### src/rtl/mod_counter.sv
// ---------------------------------------------------------------------------
// mod_counter
//
// Modulo-N up/down counter with synchronous load, count enable,
// terminal-count pulse and sticky overflow flag. All outputs are registered.
//
// Optional feature macro: MODCNT_SAT_EN
//   defined   -> 'sat' port exists; sat = 1 holds the count at the bound
//                on a boundary event instead of wrapping.
//   undefined -> no 'sat' port; the counter always wraps.
//
// Parameters
//   WIDTH    counter width in bits (2..32)
//   MODULUS  count range 0..MODULUS-1 (2..2^WIDTH)
//
// Ports
//   clk      in   rising-edge clock
//   reset_n  in   synchronous active-low reset
//   init     in   load value (clamped to MODULUS-1)
//   set      in   synchronous load strobe
//   en       in   count enable
//   up       in   direction: 1 = increment, 0 = decrement
//   clr_ovf  in   clears the sticky overflow flag
//   sat      in   saturate instead of wrap (MODCNT_SAT_EN only)
//   out      out  current count
//   tc       out  terminal-count pulse, coincides with the post-wrap value
//   ovf      out  sticky overflow/underflow flag
// ---------------------------------------------------------------------------
module mod_counter #(
    parameter int unsigned     WIDTH   = 4,
    parameter longint unsigned MODULUS = 16
) (
    input  logic             clk,
    input  logic             reset_n,
    input  logic [WIDTH-1:0] init,
    input  logic             set,
    input  logic             en,
    input  logic             up,
    input  logic             clr_ovf,
`ifdef MODCNT_SAT_EN
    input  logic             sat,
`endif
    output logic [WIDTH-1:0] out,
    output logic             tc,
    output logic             ovf
);

    // MODULUS may equal 2^WIDTH, so the load-range compare is done one bit
    // wider than the counter to keep MODULUS representable.
    localparam logic [WIDTH:0]   MOD_EXT = (WIDTH + 1)'(MODULUS);
    localparam logic [WIDTH-1:0] LAST    = WIDTH'(MODULUS - 64'd1);
    localparam logic [WIDTH-1:0] ONE     = WIDTH'(1);

    logic [WIDTH-1:0] out_nxt;
    logic             tc_nxt;
    logic             ovf_nxt;
    logic             at_bound;
    logic             init_ok;
    logic             hold_at_bound;

`ifdef MODCNT_SAT_EN
    assign hold_at_bound = sat;
`else
    assign hold_at_bound = 1'b0;
`endif

    assign at_bound = up ? (out == LAST) : (out == '0);
    assign init_ok  = ({1'b0, init} < MOD_EXT);

    // The plain +1/-1 step is only taken away from the bound, so it can
    // never leave 0..MODULUS-1 and WIDTH bits are sufficient for it.
    always_comb begin
        out_nxt = out;
        tc_nxt  = 1'b0;
        ovf_nxt = ovf & ~clr_ovf;

        if (set) begin
            out_nxt = init_ok ? init : LAST;
        end else if (en) begin
            if (at_bound) begin
                tc_nxt  = 1'b1;
                ovf_nxt = 1'b1;   // a boundary event beats clr_ovf
                if (hold_at_bound) begin
                    out_nxt = out;
                end else begin
                    out_nxt = up ? '0 : LAST;
                end
            end else begin
                out_nxt = up ? (out + ONE) : (out - ONE);
            end
        end
    end

    always_ff @(posedge clk) begin
        if (!reset_n) begin
            out <= '0;
            tc  <= 1'b0;
            ovf <= 1'b0;
        end else begin
            out <= out_nxt;
            tc  <= tc_nxt;
            ovf <= ovf_nxt;
        end
    end

endmodule

### config.mk
export PLATFORM = sky130hd
export DESIGN_NAME = mod_counter
export DESIGN_NICKNAME = d
export VERILOG_FILES = /design/src/rtl/mod_counter.sv
export SDC_FILE = /design/constraint.sdc
export NUM_CORES = 1
export LEC_CHECK = 0
export BUFFER_PORTS_ARGS = -buffer_cell sky130_fd_sc_hd__buf_2
export CORE_AREA = 4 4 41 43
export CTS_CLUSTER_DIAMETER = 60
export DETAILED_ROUTE_END_ITERATION = 16
export DIE_AREA = 0 0 45 47
export PLACE_DENSITY_LB_ADDON = 0.05
export SYNTH_ARGS = -nofsm -noshare
export SYNTH_HDL_FRONTEND = slang
export SYNTH_SLANG_ARGS = --single-unit
### constraint.sdc
create_clock -name clk -period 1.8 [get_ports clk]
set_input_delay 0.36 -clock clk [delete_from_list [all_inputs] [get_ports clk]]
set_output_delay 0.36 -clock clk [all_outputs]
set_load 0.02 [all_outputs]
Word level (Yosys, flattened, before mapping) --
Cells that the tools add are included.
Cells by class: add/sub/neg operators 2, equal/unequal tests 1, muxes and demuxes 10, bitwise operators 4, reduce and logical (&&, ||, !) cells 3
Operator list (number):
- 4-bit two-way mux | 5
- 1-bit two-way mux | 5
- 4-bit by 1-bit adder with 4-bit output, second input constant | 1
- 4-bit equality test, second input constant | 1
- 4-bit logical NOT | 1
- 4-bit by 1-bit subtractor with 4-bit output, second input constant | 1
- 1-bit inverter | 3
- 3-bit OR reduction | 1
- 2-bit nonzero test | 1
- 1-bit bitwise AND | 1
Word-level totals: bits in registers 6, input bits 10, output and inout bits 6, logic and storage cells 23

Logic depth before layout (Yosys ltp) --
Gate-level depths: netlist (run 1).
depth in word-level cells 5, depth in mapped cells 6, depth with buffers taken out 6

Worst setup path before layout (run 1) --
OpenSTA, ideal clock, no wires.
kind flip-flop to flip-flop, from register out[1], to register out[3], library setup time 0.122 ns, data arrival time 1.333 ns, data required time 1.678 ns, slack 0.345 ns, stages on the path, launching flop included 6, buffers on the path 0, clock period less this slack 1.455 ns, cell sequence dfxtp_1 > ha_1 > a21o_2 > a21oi_1 > xnor2_1 > o21ai_0
Between the ends: longest elaborated chain between the ends 5, elaborated cells on any way between the ends 9, classes of those cells add/sub (2); eq/ne (1); mux (5); reduce/logical (1)
Ends and longest elaborated chain:
- start: declaration | RTL line 43 | output logic [WIDTH-1:0] out,
- start signal: assignment | RTL line 100 | out <= out_nxt;
- 4-bit by 1-bit subtractor with 4-bit output (tied with other cells) | RTL line 89 | out_nxt = up ? (out + ONE) : (out - ONE);
- 4-bit two-way mux / 1-bit two-way mux (equally long branches) | RTL line 89, 67
- 4-bit two-way mux * | RTL line 80 | if (at_bound) begin
- 4-bit two-way mux * | RTL line 79 | end else if (en) begin
- 4-bit two-way mux * | RTL line 77 | if (set) begin
Every way passes the cells marked *; elsewhere a longest branch is shown, timed or not. The select of a mux whose other input is x is not followed. A chain may end at the register's enable or synchronous reset.

Worst setup path after layout (run 1) --
Ends and elaborated chain as after synthesis.

==> results of run 1 <==
[power by group]
| part | internal (W) | switching, W |
|---|---|---|
| clock | 0.0000756 | 0.0000521 |
| combinational | 0.0000566 | 0.0000614 |
| sequential | 0.000145 | 0.0000199 |
[kinds of logic after synthesis]
kind of cell | Yosys count
xor+xnor | 4
flops | 6
buf+inv | 3
fa+ha+maj | 3
simple gates | 18
compound gates | 13
[metal layers]
| metal | track usage | vias to the layer above | routed length (microns) |
|---|---|---|---|
| li1 | - | 200 | - |
| met1 | 0.1301 | 173 | 451 |
| met2 | 0.1921 | 16 | 407 |
| met3 | 0.07280 | 5 | 106 |
| met4 | 0.05263 | 0 | 12 |
| met5 | 0 | - | 0 |
[final cells by class]
class                      count  area, sq um  share of cell area
inverter                       2        7.507             0.01463
sequential                     6        120.1              0.2341
multi-input combinational     38        269.0              0.5244
timing repair buffer          15        75.07              0.1463
clock buffer                   3        22.52             0.04390
tap                           15        18.77             0.03659
[sequential cells by signal, indices dropped and copies added, names as in the netlist]
name / count
ovf: 1
tc: 1
out: 4
[path summary, 6_finish.rpt]
kind | startpoint | to | slack (ps) | cells past startpoint
setup / recovery | out[1] | out[3] | 400 | 5
hold / removal | init[0] | out[0] | 350 | 3
setup reg to reg | out[1] | out[3] | 400 | 5
hold reg to reg | ovf | ovf | 490 | 2
[cell usage in the layout (no fill, tap or decap), drive strengths merged, types with 2 or more instances in the layout]
master and count:
a21oi 7, and3 2, buf 15, clkbuf 3
dfxtp 6, ha 2, inv 2, nand2 3
nor2 4, nor3 2, nor3b 2, o21ai 3
o22ai 2, xnor2 2, xor2 2
[metrics by stage]
step | power [W] | instances
2_1_floorplan | 0.0002513 | 47
5_1_grt | 0.0004499 | 79
3_5_place_dp | 0.0002869 | 76
4_1_cts | 0.0004208 | 79
3_3_place_gp | 0.0002901 | 76
6_report | 0.0004111 | 79
[worst reg2reg max path, stage by stage, from the launching register on]
cell and delay [ps]:
dfxtp_1 430, ha_1 270, a21o_2 210, a21oi_1 160, xnor2_1 120, o21ai_0 90
==> out/qor.yml, run 1 <==
p_leak_nw: 0.2443
overflow: 0
grt.total_usage: 0.1210
antenna_cells: 0
postCtsHoldBufs: 0
synth-compound-area-share: 0.1933
htreeDepth: 1
ys_ff_latch: 6
fin_area_sq_um: 513.0
gp_congestion: 0.6489
initial_core_util: 0.3135
synth_top_family_by_area: "simple AND/OR/NAND/NOR gates"
path_cells: "ha_1 > a21o_2 > a21oi_1 > xnor2_1 > o21ai_0"
synth-simple-area-share: 0.2699
vias_per_cell: 4.987
syn_to_final_growth_pct: 25.77
synth_area_sq_um: 407.9
finalWirelength_microns: 977
worstMarginPinSlew_ps: 254.5
path_max_fanout: 6
clock_sinks: 6
end_kind: "flop"
die_area_sq_um: 2115
antenna_found_initial: 0
final_max_slew_viol_count: 0
crit_buf_inv: 0
synth_xor_area_frac: 0.08589
route.detailed.drc: 0
crit_family: "compound AO/OA/AOI/OAI gates"
antenna_left: 0
ir_drop_mv: 0.3835
required_ps: 1940
netlist.area_leader.share: 0.2945
synth_async_sr_flop_share: 0
syn_area_per_cell_sq_um: 8.679
path_class: "reg2reg"
drive_gt1_frac: 0.3906
fin_hold_ws_ps: 346.5
cts_root_buf: "clkbuf_4"
yosysWarningCount: 0
worst_slack_ps: 403.4
die_x_microns: 45
final_core_util: 0.3942
synthMuxAreaShare: 0
fp.coreArea_sq_um: 1301
synth_top_cell_by_area: "dfxtp_1"
dpl-instance-area_sq_um: 490.5
grt_setup_unrepaired: "no"
postCtsSetupBuffers: 0
num_io_pins: 16
outcome: "finished, final reports clean"
start_kind: "flop"
grt_pass1_wl_mm: 1.752
min_period_over_period: 0.7759
clock_latency_ps: 250
yosysSeqAreaShare: 0.2945
wl_per_cell_microns: 12.37
cp.arrival_ps: 1530
setup_viol: 0
post-dp-hpwl_microns: 757.6
cts_tree: "yes"
synth.distinct_cells: 25
synth_edf_count: 0
fillers: 146
max-slew-margin-rel: 0.8290
cts_buffer_depth: 2
synthTopCellsByArea: "dfxtp_1, a21oi_1, ha_1, fa_1, xnor2_1"
maxCapViolCount: 0
vias: 394
first_pass_iters: 3
layout.nets: 79
fin_tns_setup_ps: 0
worstHoldPathType: "in2reg"
initialDrtViolationCount: 3
grt_pass1_vias: 409
num_rows: 13
port_buffers: 15
fin_crit_ps: 1397
powerDensity_nw_per_um2: 801.4
grt_start_max_net_pins: 10
die_height_microns: 47
synth_adder_area_share: 0.1104
syn_inst: 47
synth_ff_type: "dfxtp_1"
cpPeakStageDelay_ps: 430
place_ws_ps: 206.4
cts_resized: 0
hold_viol: 0
worst_path_max_delay_cell: "dfxtp_1"
clock.fmax_mhz: 716.0
syn-num-nets: 60
clk_pin_slew_worst_paths_ps: 50
clock_skew_ps: 5.572
synthTopCellsByCount: "a21oi_1, dfxtp_1, nand2_1, nor2_1"
cts_made_buffers: 3
Power figures use the tool's default switching activity.
==> run 2: changes to the inputs <==
clock period = 1.25 ns   (was 1.8 ns; I/O delays follow)
==> run 2 against run 1 <==
- critical path type unchanged
- power is 52% higher
- core utilization is 4.3 points higher
- the flow now finishes with violations (setup timing)
- non-clock buffer count is 4 higher
- register-to-register slack worse by 430 ps
- largest cell class unchanged
- die area stayed put
- critical endpoint is now ovf
- hold slack worse by 100 ps
==> out/qor.yml, run 2 (synthesis results as in run 1) <==
die_height_microns: 47
die_area_sq_um: 2115
gp_congestion: 0.7273
violations: "setup timing"
antenna_found_initial: 0
layout.nets: 83
fillers: 142
clock_skew_ps: 0.1115
post-dp-hpwl_microns: 783.2
htreeDepth: 1
grt_start_max_net_pins: 10
grt.total_usage: 0.1100
clock_sinks: 6
clock.fmax_mhz: 784.8
p_leak_nw: 0.2668
vias_per_cell: 4.711
top_register: "out"
cts_buffer_depth: 2
dpl-instance-area_sq_um: 533.0
finalWirelength_microns: 982
first_pass_iters: 2
ir_drop_mv: 0.5248
cts_root_buf: "clkbuf_4"
hold_viol: 0
antenna_cells: 0
fin_hold_ws_ps: 241.6
outcome: "finished, violations left"
powerDensity_nw_per_um2: 1095
initialDrtViolationCount: 3
final_common_cell: "buf_2"
postCtsSetupBuffers: 0
overflow: 0
cts_tree: "yes"
vias: 391
drive_gt1_frac: 0.5147
fin_crit_ps: 1274
wl_per_cell_microns: 11.83
grt_setup_unrepaired: "yes"
num_io_pins: 16
cts_made_buffers: 3
path_class: "reg2reg"
cp.arrival_ps: 1450
required_ps: 1430
syn_to_final_growth_pct: 39.57
final_max_slew_viol_count: 0
initial_core_util: 0.3135
path_max_fanout: 5
largest_reg_flops: 4
fin_area_sq_um: 569.3
end_kind: "flop"
grt_pass1_wl_mm: 1.635
maxCapViolCount: 0
min_period_over_period: 1.019
fin_tns_setup_ps: -56.77
clock_latency_ps: 240
antenna_left: 0
start_kind: "flop"
port_buffers: 15
reg.largest.list: "out: 4 flops, ovf: 1 flops, tc: 1 flops"
clk_pin_slew_worst_paths_ps: 40
worst_slack_ps: -24.15
setup_viol: 3
grt_pass1_vias: 370
fp.coreArea_sq_um: 1301
route.detailed.drc: 0
num_rows: 13
layout_common_cells: "buf_2, a21oi_1, buf_4"
die_x_microns: 45
worstHoldPathType: "in2reg"
worstMarginPinSlew_ps: 279.9
max-slew-margin-rel: 0.8120
-- run 2: cell types whose count changed in the layout (fill, tap and decap cells not counted), sizes merged --
cell	change
buf	+4
-- run 2: metrics by stage --
step,setup slack [ps],util,instances,power [W]
3_5_place_dp,-218.3,0.4096,80,0.0004438
3_3_place_gp,-202.1,0.4096,80,0.0004485
4_1_cts,-29.95,0.4365,83,0.0006337
2_1_floorplan,-0.8773,-,47,0.0003679
6_report,-24.15,0.4375,83,0.0006235
5_1_grt,-73.68,0.4375,83,0.0006740
-- run 2: layout make-up --
class / instances / area, sq um / share of cell area
inverters: 2 / 7.507 / 0.01319
well taps: 15 / 18.77 / 0.03297
flip-flops and latches: 6 / 130.1 / 0.2286
clock buffers: 3 / 22.52 / 0.03956
repair buffers: 19 / 105.1 / 0.1846
multi-input cells: 38 / 285.3 / 0.5011
-- run 2: path summary, 6_finish.rpt --
check | start | end | slack [ps] | depth (start not counted)
worst max register to register | out[1] | ovf | -20 | 4
worst min-delay path | init[0] | out[0] | 240 | 3
worst max-delay path | out[1] | ovf | -20 | 4
worst min register to register | ovf | ovf | 480 | 2
-- run 2: power by group --
part           leakage, nW  switching (W)  internal (W)  total [W]
Sequential          0.0512      0.0000250      0.000212   0.000237
Combinational        0.202       0.000106      0.000103   0.000209
Clock               0.0138      0.0000690      0.000109   0.000178
-- run 2: timing repair --
action | CTS | global route
setup endpoints to repair | 4 | 6
gates resized for setup | 2 | 1
hold buffers | 0 | 0
pin swaps | 5 | 2
-- run 2: metal layers --
metal / share of wire / global-route usage / vias up
met5: 0 / 0 / -
li1: - / - / 209
met4: 0 / 0.03509 / 0
met3: 0.060 / 0.04598 / 0
met2: 0.47 / 0.1836 / 9
met1: 0.47 / 0.1279 / 173
-- run 2: worst max-delay path, cell delays in order (launching register included) --
cell	delay, ps
dfxtp_4	360
or4_4	530
nor2_4	130
o21ai_2	80
a21oi_2	110
==> run 3: changes to the inputs <==
==> constraint.sdc (replaced) <==
create_clock -name clk -period 1.25 [get_ports clk]
set_input_delay 0.0625 -clock clk [delete_from_list [all_inputs] [get_ports clk]]
set_output_delay 0.0625 -clock clk [all_outputs]
set_load 0.02 [all_outputs]
==> run 3 against run 2 <==
- the flow still finishes with violations (setup timing)
- cell count unchanged
- clock-buffer cell count unchanged
- critical path depth unchanged
- register-to-register slack about the same
- cell area down 2.4%
- hold slack worse by 190 ps
- clock skew up 0.62 ps
- die area unchanged
- first-iteration DRC count unchanged
- non-clock buffer count unchanged
- largest power group unchanged
- highest routed layer unchanged
==> out/qor.yml, run 3 (synthesis results as in run 1) <==
drive_gt1_frac: 0.4853
layout_common_cells: "buf_2, a21oi_1, buf_4"
rr_startpoint: "out[1]"
num_rows: 13
end_kind: "flop"
path_class: "reg2reg"
outcome: "finished, violations left"
fin_area_sq_um: 555.5
die_height_microns: 47
reg2reg_depth: 4
finalPower_w: 0.0006165
ir_drop_mv: 0.5533
largest_reg_flops: 4
antenna_cells: 0
wl_per_cell_microns: 12.10
initialDrtViolationCount: 3
clock_sinks: 6
vias: 401
start_kind: "flop"
postCtsSetupBuffers: 0
cts_buffer_depth: 2
grt_setup_unrepaired: "yes"
die_area_sq_um: 2115
clk_pin_slew_worst_paths_ps: 50
die_x_microns: 45
r2r-end: "ovf"
layout.nets: 83
grt_pass1_wl_mm: 1.656
antenna_found_initial: 0
initial_core_util: 0.3135
htreeDepth: 1
worstHoldPathType: "in2reg"
p_leak_nw: 0.2665
worst_slack_ps: -15.12
final_core_util: 0.4269
vias_per_cell: 4.831
clock.fmax_mhz: 790.4
maxCapViolCount: 0
worst_path_max_delay_cell: "or4_4"
antenna_left: 0
overflow: 0
num_io_pins: 16
violations: "setup timing"
path_cells: "or4_4 > nor2_4 > o21ai_2 > a21oi_2"
whs_endpoint: "out[0]"
finalWirelength_mm: 1.004
powerDensity_nw_per_um2: 1110
required_ps: 1430
clock_latency_ps: 240
max-slew-margin-rel: 0.8010
syn_to_final_growth_pct: 36.20
gp_congestion: 0.7086
hold_depth: 3
port_buffers: 15
setup_viol: 3
grt_start_max_net_pins: 10
path_max_fanout: 6
final_common_cell: "buf_2"
fin_crit_ps: 1265
fp.coreArea_sq_um: 1301
grt_pass1_vias: 386
final_max_slew_viol_count: 0
cts_root_buf: "clkbuf_4"
fin_hold_ws_ps: 52.54
reg.largest.list: "out: 4 flops, ovf: 1 flops, tc: 1 flops"
hold_viol: 0
worstMarginPinSlew_ps: 296.2
reg2reg_slack_ps: -20
min_from: "init[0]"
first_pass_iters: 2
cts_made_buffers: 3
grt.total_usage: 0.1140
cpPeakStageDelay_ps: 530
route.detailed.drc: 0
clock_skew_ps: 0.7342
min_period_over_period: 1.012
dpl-instance-area_sq_um: 533.0
cts_tree: "yes"
cp.arrival_ps: 1440
top_register: "out"
run 3: layout make-up:
type | count | area [sq um]
well taps | 15 | 18.77
flip-flops and latches | 6 | 128.9
repair buffers | 19 | 105.1
inverters | 2 | 7.507
fillers | 153 | 745.7
multi-input cells | 38 | 272.8
clock buffers | 3 | 22.52
run 3: per-layer routing:
metal  vias to the layer above  share of wire  track usage
li1                        214              -            -
met1                       178           0.48       0.1487
met2                         9           0.47       0.1723
met3                         0          0.056      0.06897
met4                         0              0            0
met5                         -              0            0
run 3: worst max path at each step:
stage,start,to,slack (ps),cells after the start
after detailed placement,out[1],ovf,-40,4
final,out[1],ovf,-20,4
after floorplan,out[1],ovf,-0.9,4
after global routing,out[1],ovf,-70,4
after global placement,out[1],out[1],-50,4
after CTS,out[1],ovf,-30,4
run 3: critical path: cells and delay by family, from the launching register on:
kind            cells  cell delay (ps)
flops               1              360
simple gates        2              660
compound gates      2              190
run 3: repair_timing:
item | 4_1_cts | 5_1_grt
setup endpoints to repair | 5 | 5
hold buffers | 0 | 0
pin swaps | 2 | 2
gates resized for setup | 0 | 1
run 3: metrics by stage:
step	cells	setup slack, ps	setup TNS, ps
after floorplan	47	-0.8773	-0.8773
final	83	-15.12	-28.23
after CTS	83	-28.43	-61.36
after global routing	83	-73.08	-301.5
after detailed placement	80	-35.54	-96.73
after global placement	80	-46.39	-135.1
run 3: where the power goes:
part | internal, W | switching, W | leakage, nW | total, W
logic | 0.0000985 | 0.000109 | 0.202 | 0.000207
registers | 0.000210 | 0.0000199 | 0.0510 | 0.000230
clock network | 0.000109 | 0.0000709 | 0.0138 | 0.000180
